===== config.mk =====
export PLATFORM = sky130hd
export DESIGN_NAME = spi_flash_arbiter
export DESIGN_NICKNAME = d
export VERILOG_FILES = /design/src/rtl/spi_flash_pkg.sv /design/src/rtl/spi_flash_hit_buffer.sv /design/src/rtl/spi_flash_arbiter.sv
export SDC_FILE = /design/constraint.sdc
export NUM_CORES = 1
export LEC_CHECK = 0
export CAP_MARGIN = 20
export CORE_MARGIN = 3
export CORE_UTILIZATION = 38
export CTS_BUF_LIST = sky130_fd_sc_hd__clkbuf_4 sky130_fd_sc_hd__clkbuf_8
export DETAILED_ROUTE_END_ITERATION = 12
export PLACE_DENSITY = 0.67
export SYNTH_ARGS = -nofsm -noshare
export SYNTH_HDL_FRONTEND = slang
export SYNTH_HIERARCHICAL = 1
export SYNTH_SLANG_ARGS = --single-unit

===== constraint.sdc =====
create_clock -name clk -period 4.5 [get_ports clk]
set_clock_uncertainty 0.1 [all_clocks]
set_input_delay 0.9 -clock clk [delete_from_list [all_inputs] [get_ports clk]]
set_output_delay 0.9 -clock clk [all_outputs]
set_load 0.02 [all_outputs]

===== src/rtl/spi_flash_pkg.sv =====
// spi_flash_pkg
// Shared definitions for the SPI flash read arbiter:
//   ADDR_W  - flash byte-address width
//   TAG_W   - word tag width (byte address without the two word-offset bits)
//   state_e - arbiter FSM state encoding (IDLE, ISSUE, WAIT, RESP)
package spi_flash_pkg;

  localparam int ADDR_W = 24;
  localparam int TAG_W  = ADDR_W - 2;

  typedef enum logic [1:0] {
    IDLE  = 2'd0,
    ISSUE = 2'd1,
    WAIT  = 2'd2,
    RESP  = 2'd3
  } state_e;

endpackage


===== src/rtl/spi_flash_hit_buffer.sv =====
// spi_flash_hit_buffer
// Single-entry "last word" buffer for one requester port.
// Ports:
//   clk, reset         - clock, asynchronous active-high reset
//   lookup_tag         - word tag of the port's current request
//   hit                - buffer valid and its tag matches lookup_tag
//   rd_data            - buffered word (meaningful only with hit)
//   fill_en            - load fill_tag/fill_data and mark the entry valid
//   fill_tag/fill_data - word tag and word returned by the flash
//   flush              - invalidate the entry; wins over a coincident fill
module spi_flash_hit_buffer #(
  parameter int TAG_W = spi_flash_pkg::TAG_W
) (
  input  logic             clk,
  input  logic             reset,
  input  logic [TAG_W-1:0] lookup_tag,
  output logic             hit,
  output logic [31:0]      rd_data,
  input  logic             fill_en,
  input  logic [TAG_W-1:0] fill_tag,
  input  logic [31:0]      fill_data,
  input  logic             flush
);

  logic             valid_q, valid_d;
  logic [TAG_W-1:0] tag_q, tag_d;
  logic [31:0]      data_q, data_d;

  always_comb begin
    valid_d = valid_q;
    tag_d   = tag_q;
    data_d  = data_q;
    if (fill_en) begin
      valid_d = 1'b1;
      tag_d   = fill_tag;
      data_d  = fill_data;
    end
    // Tag and data may still load, but the entry stays unusable.
    if (flush) begin
      valid_d = 1'b0;
    end
  end

  always_ff @(posedge clk or posedge reset) begin
    if (reset) begin
      valid_q <= 1'b0;
      tag_q   <= '0;
      data_q  <= '0;
    end else begin
      valid_q <= valid_d;
      tag_q   <= tag_d;
      data_q  <= data_d;
    end
  end

  assign hit     = valid_q && (tag_q == lookup_tag);
  assign rd_data = data_q;

endmodule


===== src/rtl/spi_flash_arbiter.sv =====
// spi_flash_arbiter
// Arbitrates word reads from two requester ports onto one SPI flash
// controller, with an optional single-word hit buffer per port.
// Ports:
//   clk, reset          - clock, asynchronous active-high reset
//   req_valid[1:0]      - per-port request, held with req_addr until rsp_valid
//   req_addr[1:0]       - per-port byte address (bits [1:0] ignored)
//   rsp_valid[1:0]      - per-port one-cycle response pulse
//   rsp_data            - response word, shared, qualified by rsp_valid
//   flush               - one-cycle pulse invalidating both hit buffers
//   flash_addr          - word-aligned address to the flash controller
//   flash_strobe        - one-cycle start pulse to the flash controller
//   flash_data          - word from the flash controller
//   flash_done          - one-cycle pulse, flash_data valid
//   flash_initialized   - flash controller ready for reads
//   dbg_state           - current FSM state (spi_flash_pkg::state_e)
// Handshake: a port raises req_valid and holds it with a stable req_addr
// until it sees its rsp_valid pulse; exactly one rsp_valid pulse answers
// each accepted request, and only one flash access is ever in flight.
module spi_flash_arbiter #(
  parameter int HIT_BUF_EN = 1,
  parameter int ADDR_W     = spi_flash_pkg::ADDR_W
) (
  input  logic                   clk,
  input  logic                   reset,
  input  logic [1:0]             req_valid,
  input  logic [1:0][ADDR_W-1:0] req_addr,
  output logic [1:0]             rsp_valid,
  output logic [31:0]            rsp_data,
  input  logic                   flush,
  output logic [ADDR_W-1:0]      flash_addr,
  output logic                   flash_strobe,
  input  logic [31:0]            flash_data,
  input  logic                   flash_done,
  input  logic                   flash_initialized,
  output logic [1:0]             dbg_state
);

  import spi_flash_pkg::*;

  localparam int TW = ADDR_W - 2;

  state_e            state_q, state_d;
  logic              gnt_q, gnt_d;
  logic              last_grant_q, last_grant_d;
  logic [ADDR_W-1:0] flash_addr_q, flash_addr_d;
  logic              flash_strobe_q, flash_strobe_d;
  logic [31:0]       word_q, word_d;
  logic [1:0]        rsp_valid_q, rsp_valid_d;
  logic [31:0]       rsp_data_q, rsp_data_d;

  logic [1:0]        eligible;
  logic              sel;
  logic              fill_go;
  logic [1:0]        fill_en;
  logic [1:0]        hit_raw;
  logic [1:0]        buf_hit;
  logic [31:0]       buf_data [2];
  logic              unused_addr_bits;

  assign unused_addr_bits = ^{req_addr[0][1:0], req_addr[1][1:0]};

  // Buffer fill happens on the flash capture, into the granted port only.
  assign fill_go = (HIT_BUF_EN != 0) && (state_q == WAIT) && flash_done;

  for (genvar p = 0; p < 2; p++) begin : g_buf
    assign fill_en[p] = fill_go && (gnt_q == 1'(p));
    assign buf_hit[p] = (HIT_BUF_EN != 0) && hit_raw[p];

    spi_flash_hit_buffer #(
      .TAG_W (TW)
    ) u_hit_buffer (
      .clk        (clk),
      .reset      (reset),
      .lookup_tag (req_addr[p][ADDR_W-1:2]),
      .hit        (hit_raw[p]),
      .rd_data    (buf_data[p]),
      .fill_en    (fill_en[p]),
      .fill_tag   (flash_addr_q[ADDR_W-1:2]),
      .fill_data  (flash_data),
      .flush      (flush)
    );
  end

  // A port whose response is pulsing this cycle is still holding req_valid
  // (the requester only reacts at the edge), so it must not be re-selected.
  assign eligible = req_valid & ~rsp_valid_q;

  // Port 1 wins if it requests alone, or if both request and port 0 was
  // the last one granted.
  assign sel = eligible[1] & (~eligible[0] | ~last_grant_q);

  always_comb begin
    state_d        = state_q;
    gnt_d          = gnt_q;
    last_grant_d   = last_grant_q;
    flash_addr_d   = flash_addr_q;
    flash_strobe_d = 1'b0;
    word_d         = word_q;
    rsp_valid_d    = 2'b00;
    rsp_data_d     = rsp_data_q;

    unique case (state_q)
      IDLE: begin
        if (flash_initialized && (eligible != 2'b00)) begin
          gnt_d = sel;
          if (buf_hit[sel]) begin
            // Word is latched now, so a flush in this cycle cannot lose it.
            word_d  = buf_data[sel];
            state_d = RESP;
          end else begin
            flash_addr_d   = {req_addr[sel][ADDR_W-1:2], 2'b00};
            flash_strobe_d = 1'b1;
            state_d        = ISSUE;
          end
        end
      end
      ISSUE: begin
        state_d = WAIT;
      end
      WAIT: begin
        if (flash_done) begin
          word_d  = flash_data;
          state_d = RESP;
        end
      end
      RESP: begin
        rsp_valid_d[gnt_q] = 1'b1;
        rsp_data_d         = word_q;
        last_grant_d       = gnt_q;
        state_d            = IDLE;
      end
      default: begin
        state_d = IDLE;
      end
    endcase
  end

  always_ff @(posedge clk or posedge reset) begin
    if (reset) begin
      state_q        <= IDLE;
      gnt_q          <= 1'b0;
      last_grant_q   <= 1'b1;
      flash_addr_q   <= '0;
      flash_strobe_q <= 1'b0;
      word_q         <= '0;
      rsp_valid_q    <= 2'b00;
      rsp_data_q     <= '0;
    end else begin
      state_q        <= state_d;
      gnt_q          <= gnt_d;
      last_grant_q   <= last_grant_d;
      flash_addr_q   <= flash_addr_d;
      flash_strobe_q <= flash_strobe_d;
      word_q         <= word_d;
      rsp_valid_q    <= rsp_valid_d;
      rsp_data_q     <= rsp_data_d;
    end
  end

  assign rsp_valid    = rsp_valid_q;
  assign rsp_data     = rsp_data_q;
  assign flash_addr   = flash_addr_q;
  assign flash_strobe = flash_strobe_q;
  assign dbg_state    = state_q;

endmodule


# Word level (Yosys, flattened, before mapping)
# Index checks and enable logic that the tools add are counted.
dict set report word_totals {
  reg_bits 203
  latchBits 0
  ramBits 0
  rom_bits 0
  in_bits 87
  output_inout_bits 61
  wordCells 76
  n_memories 0
}
dict set report op_classes {
  addsub 0
  multipliers 0
  n_div 0
  n_lt_le_gt_ge 4
  n_eq_ne 8
  shift 0
  mux 25
  n_bitwise 9
  n_reduce_logical 16
}
# cell count
set op_table {}
lappend op_table {{$mux W32} 6}
lappend op_table {{$pmux W32 S2} 1}
lappend op_table {{$mux W24} 2}
lappend op_table {{$eq A22 B22 Y1} 2}
lappend op_table {{$mux W1} 10}
lappend op_table {{$mux W2} 4}
lappend op_table {{$pmux W2 S4} 1}
lappend op_table {{$reduce_bool A2 Y1} 4}
lappend op_table {{$logic_and A1 B1 Y1} 7}
lappend op_table {{$ne A2 B2 Y1 const B} 3}
lappend op_table {{$eq A2 B2 Y1 const B} 2}
lappend op_table {{$lt A1 B2 Y1 const B} 2}
lappend op_table {{$not A1 Y1} 4}
lappend op_table {{$reduce_and A2 Y1} 2}
lappend op_table {{$reduce_and A4 Y1} 1}
lappend op_table {{$reduce_and A3 Y1} 1}
lappend op_table {{$and A2 B2 Y2} 1}
lappend op_table {{$eq A2 B1 Y1 const B} 1}
lappend op_table {{$ge A2 B2 Y1 const B} 1}
lappend op_table {{$logic_not A2 Y1} 1}
lappend op_table {{$not A1 Y2} 1}
lappend op_table {{$not A2 Y2} 1}
lappend op_table {{$and A1 B1 Y1} 1}
lappend op_table {{$demux W1 S1} 1}
lappend op_table {{2 further kinds} 2}

# Longest topological paths before layout
dict set report depth {
  ltp_word 12
  mapped_depth 9
  mapped_depth_nobuf 7
}

# By module
# Netlist, hierarchy kept.
# module instances cells_each area_each_um2 seq_area_each_um2
set modules_own_cells {}
lappend modules_own_cells {spi_flash_hit_buffer 2 148 2283.4 1376.3}
lappend modules_own_cells {spi_flash_arbiter 1 356 4530.6 2328.5}

# Least setup slack after synthesis
# No wires, ideal clock.
dict set report synth_path {
  path_kind {input to register}
  startpoint {input req_addr[47] in the netlist's numbering}
  endpoint {register word_q[17]}
  setup_time_ns 0.127
  arrival_time_ns 2.340
  required_ns 4.273
  setup_slack_ns 1.932
  cell_stages 8
  n_path_buf 1
  path_cell_list {xor2_1 -> nor4_1 -> nand4_1 -> nor3_2 -> mux2_4 -> a41oi_4 -> buf_6 -> mux2_1}
}
dict set report synth_between {
  elab_chain_cells 6
}
# item line_no
set synth_rtl {}
lappend synth_rtl {{from (decl)} spi_flash_arbiter.sv:27} ;# input logic [1:0][ADDR_W-1:0] req_addr,
lappend synth_rtl {{$eq A22 B22 Y1} spi_flash_hit_buffer.sv:56} ;# assign hit = valid_q && (tag_q == lookup_tag);
lappend synth_rtl {{$logic_and A1 B1 Y1} spi_flash_hit_buffer.sv:56}
lappend synth_rtl {{via buf_hit[1]} spi_flash_arbiter.sv:57} ;# logic [1:0] buf_hit;
lappend synth_rtl {{$mux W1 (not written as such) (2 in series)} spi_flash_arbiter.sv:107} ;# if (buf_hit[sel]) begin
lappend synth_rtl {{$ne A2 B2 Y1 (no line)} --}
lappend synth_rtl {{$reduce_and A4 Y1 (no line)} --}
lappend synth_rtl {{to (signal assigned)} spi_flash_arbiter.sv:155} ;# word_q <= word_d;
lappend synth_rtl {{to (decl)} spi_flash_arbiter.sv:48} ;# logic [31:0] word_q, word_d;
# The timed path passes the listed nets, and every way through them passes these cells. The select of a mux whose other input is x is not followed.
# A chain may end at the register's enable or synchronous reset.

# Worst setup path after layout
dict set report layout_path {
  startpoint {input req_addr[23] in the netlist's numbering}
  endpoint {register word_q[17]}
}
# The elaborated chain is that of the path after synthesis.

==> flow_summary_export.csv <==
group,metric,value,unit
worst_setup_path,timing.rr.end,"word_q[19]",
die,coreArea,23100,um2
clock_network,cts_setup_buffers,0,
run,maxCapViolCount,0,
synth,synthCells,652,
global_route,grt_overflow,0,
worst_setup_path,crit_chain,"clkdlybuf4s50_1, xor2_1, nor4_1, nand4_1, nor3_2, mux2_4, a41oi_4, buf_4, mux2_1",
route,finalWirelength,20400,um
route,avgRoutedWirePerCell,17.8,um
finish,fillers,2075,
finish,syn_to_final_growth,27.5,%
die,dieArea,25800,um2
global_route,antenna_found_initial,1,
worst_hold_path,hp-class,"register to register",
worst_setup_path,cpPeakStageDelay,0.51,ns
clock_network,clkSinkCount,203,
die,die_h,161,um
synth,synth_most_common_cell,"mux2_2",
synth,synthTopCellsByCount,"mux2_2, dfrtp_1, nand2_1",
worst_setup_path,worstPathMaxFanout,32,
worst_setup_path,r2r_start,"dbg_state[0]",
place,portBuffers,141,
synth,synthTopCellsByArea,"dfrtp_1, mux2_2, mux2i_1, xor2_1, o21ai_0",
timing,hold_ws,0.393,ns
place,place_congestion,0.756,
timing,slew_headroom,35.0,%
route,drt_pass1_iterations,4,
synth,synth-main-ff-cell,"dfrtp_1",
route,drtIter0Drc,162,
clock_network,clockBufferDepth,3,
route,ant_nets,0,
timing,min_period,3.17,ns
finish,antenna_cells,0,
synth,yosys_warnings,6,
worst_setup_path,end_kind,"register",
synth,synth-edff-count,0,
clock_network,cts_made_buffers,37,
global_route,grtUsageTotal,16.1,%
finish,drive_above_1_share,36.4,%
timing,fmax,0.315,GHz
timing,finalHoldViolCount,0,
timing,setup_viol,0,
die,core.rowCount,55,
timing,finalMaxSlewViolations,0,
clock_network,clock_latency,0.51,ns
worst_setup_path,critPathLaunch,"req_addr[23]",
clock_network,cts-hold-fix-buffers,0,
global_route,grt_first_pass_wirelength,33200,um
synth,synth_top_area_share,55.6,%
worst_setup_path,worst_path_max_delay_cell,"nor4_1",
pwr,vdd_ir_drop_max,0.000360,V
timing,worst_slew_pin_slew,0.975,ns
worst_setup_path,cp-start-kind,"primary input",
finish,multi_input_area,3800,um2
worst_setup_path,critical_path_class,"primary input to register",
worst_setup_path,crit_end,"word_q[17]",
clock_network,cts_resized,0,
route,route.detailed.drc,0,
worst_setup_path,r2r_slack,1.68,ns
synth,ys_types,36,
worst_setup_path,cp_data_required_time,4.78,ns
pwr,p_leak,0.00496,uW
timing,post-route-period-util,70.6,%
finish,final_nets,898,
synth,synthArstFlopShare,100,%
synth,synth_area,9100,um2
route,via_count,5592,
die,die_w,161,um
outcome,status,"complete, no violations",
worst_setup_path,cp.arrival,3.45,ns
clock_network,cts-root-buf,"clkbuf_8",
place,hpwl,13100,um
timing,grt_setup_unrepaired,"no",
synth,ys_ff_latch,203,
finish,area.sequential,5080,um2
clock_network,htree_num_levels,2,
synth,seq_area_frac_synth,55.9,%
route,viasPerCell,4.89,
synth,synth_top_area_cell,"dfrtp_1",
clock_network,clk_pin_slew,0.06,ns
clock_network,tritoncts,"done",
global_route,grt_pass1_vias,6114,
worst_setup_path,reg2reg_depth,7,
pwr,powerDensity,720,nW/um2
global_route,grt_max_degree,72,
die,start_util,39.5,%
synth,avgSynthCellArea,14.0,um2
die,ios,148,
timing,tns,0,ns
worst min-delay path by stage:
stage / startpoint / depth (start not counted) / end
floorplan: gnt_q / 1 / rsp_valid[0]
CTS: word_q[13] / 1 / rsp_data[13]
detailed placement: word_q[7] / 1 / rsp_data[7]
global placement: word_q[17] / 1 / word_q[17]
finish: word_q[13] / 1 / rsp_data[13]
global route: g_buf[1].u_hit_buffer/rd_data[1] / 1 / g_buf[1].u_hit_buffer/rd_data[1]
logic make-up after synthesis:
logic type,synth area share (%)
AO/OA/AOI/OAI,2.70
XOR/XNOR,4.24
adder cells (fa/ha/maj),0.413
buffers and inverters,2.71
flip-flops,55.9
multiplexers,30.4
other,0.0412
AND/OR/NAND/NOR,3.63
worst max-delay path: cells and delay by family:
| kind | cells | cell delay [ns] |
|---|---|---|
| simple gates | 3 | 0.92 |
| buf+inv | 2 | 0.77 |
| mux | 2 | 0.59 |
| xor+xnor | 1 | 0.18 |
| compound gates | 1 | 0.10 |
registers in the layout, summed over array words and instances (netlist names):
signal                      count
flash_strobe                    1
dbg_state                       2
rsp_valid                       2
g_buf.u_hit_buffer/valid_q      2
last_grant_q                    1
flash_addr                     22
g_buf.u_hit_buffer/tag_q       44
word_q                         32
rsp_data                       32
gnt_q                           1
g_buf.u_hit_buffer/rd_data     64
placed cells by master (no fill, tap or decap), drive strengths merged:
cell             n
a21boi           1
a21oi            1
a31oi            1
a41oi            1
and2             1
and3             1
buf             11
bufinv           1
clkbuf          59
clkdlybuf4s50  141
conb             2
dfrtp          202
dfstp            1
ha               3
inv              8
mux2           217
mux2i           32
nand2           36
nand2b           3
nand4            6
nor2             6
nor2b            2
nor3             4
nor3b            1
nor4             6
o21ai           35
o21bai           2
o22a             1
or3              1
xnor2           14
xor2            30
per-stage QoR:
stage / instances / total power [uW] / area [um2] / worst slack [ns] / utilization (%)
after floorplan: 653 / 5500 / 9100 / 1.08 / -
after global placement: 1082 / 6510 / 10800 / 0.878 / 46.9
after detailed placement: 1082 / 6600 / 10800 / 0.845 / 46.9
after CTS: 1143 / 8480 / 11600 / 1.36 / 50.3
after global routing: 1143 / 8930 / 11600 / 1.23 / 50.3
final: 1143 / 8350 / 11600 / 1.33 / 50.3
cell type report:
class | count | share of cell area (%)
Timing Repair Buffer | 152 | 13.0
Inverter | 7 | 0.248
Multi-Input combinational cell | 407 | 32.8
Clock buffer | 59 | 6.46
Sequential cell | 203 | 43.8
Clock inverter | 2 | 0.335
Tap cell | 313 | 3.38
report_power, final:
group | internal [uW] | total (uW) | switching [uW]
Clock | 1100 | 1830 | 721
Combinational | 1830 | 3260 | 1430
Sequential | 2750 | 3270 | 522
layer usage:
metal,part of all wire (%),vias up,GRT usage [%]
met5,0.064,-,0
met4,1.6,2,3.95
met3,7.2,30,5.78
met2,46,145,25.8
met1,45,2818,20.8
li1,-,2597,-
No activity file was read; power rests on OpenSTA's default activity.
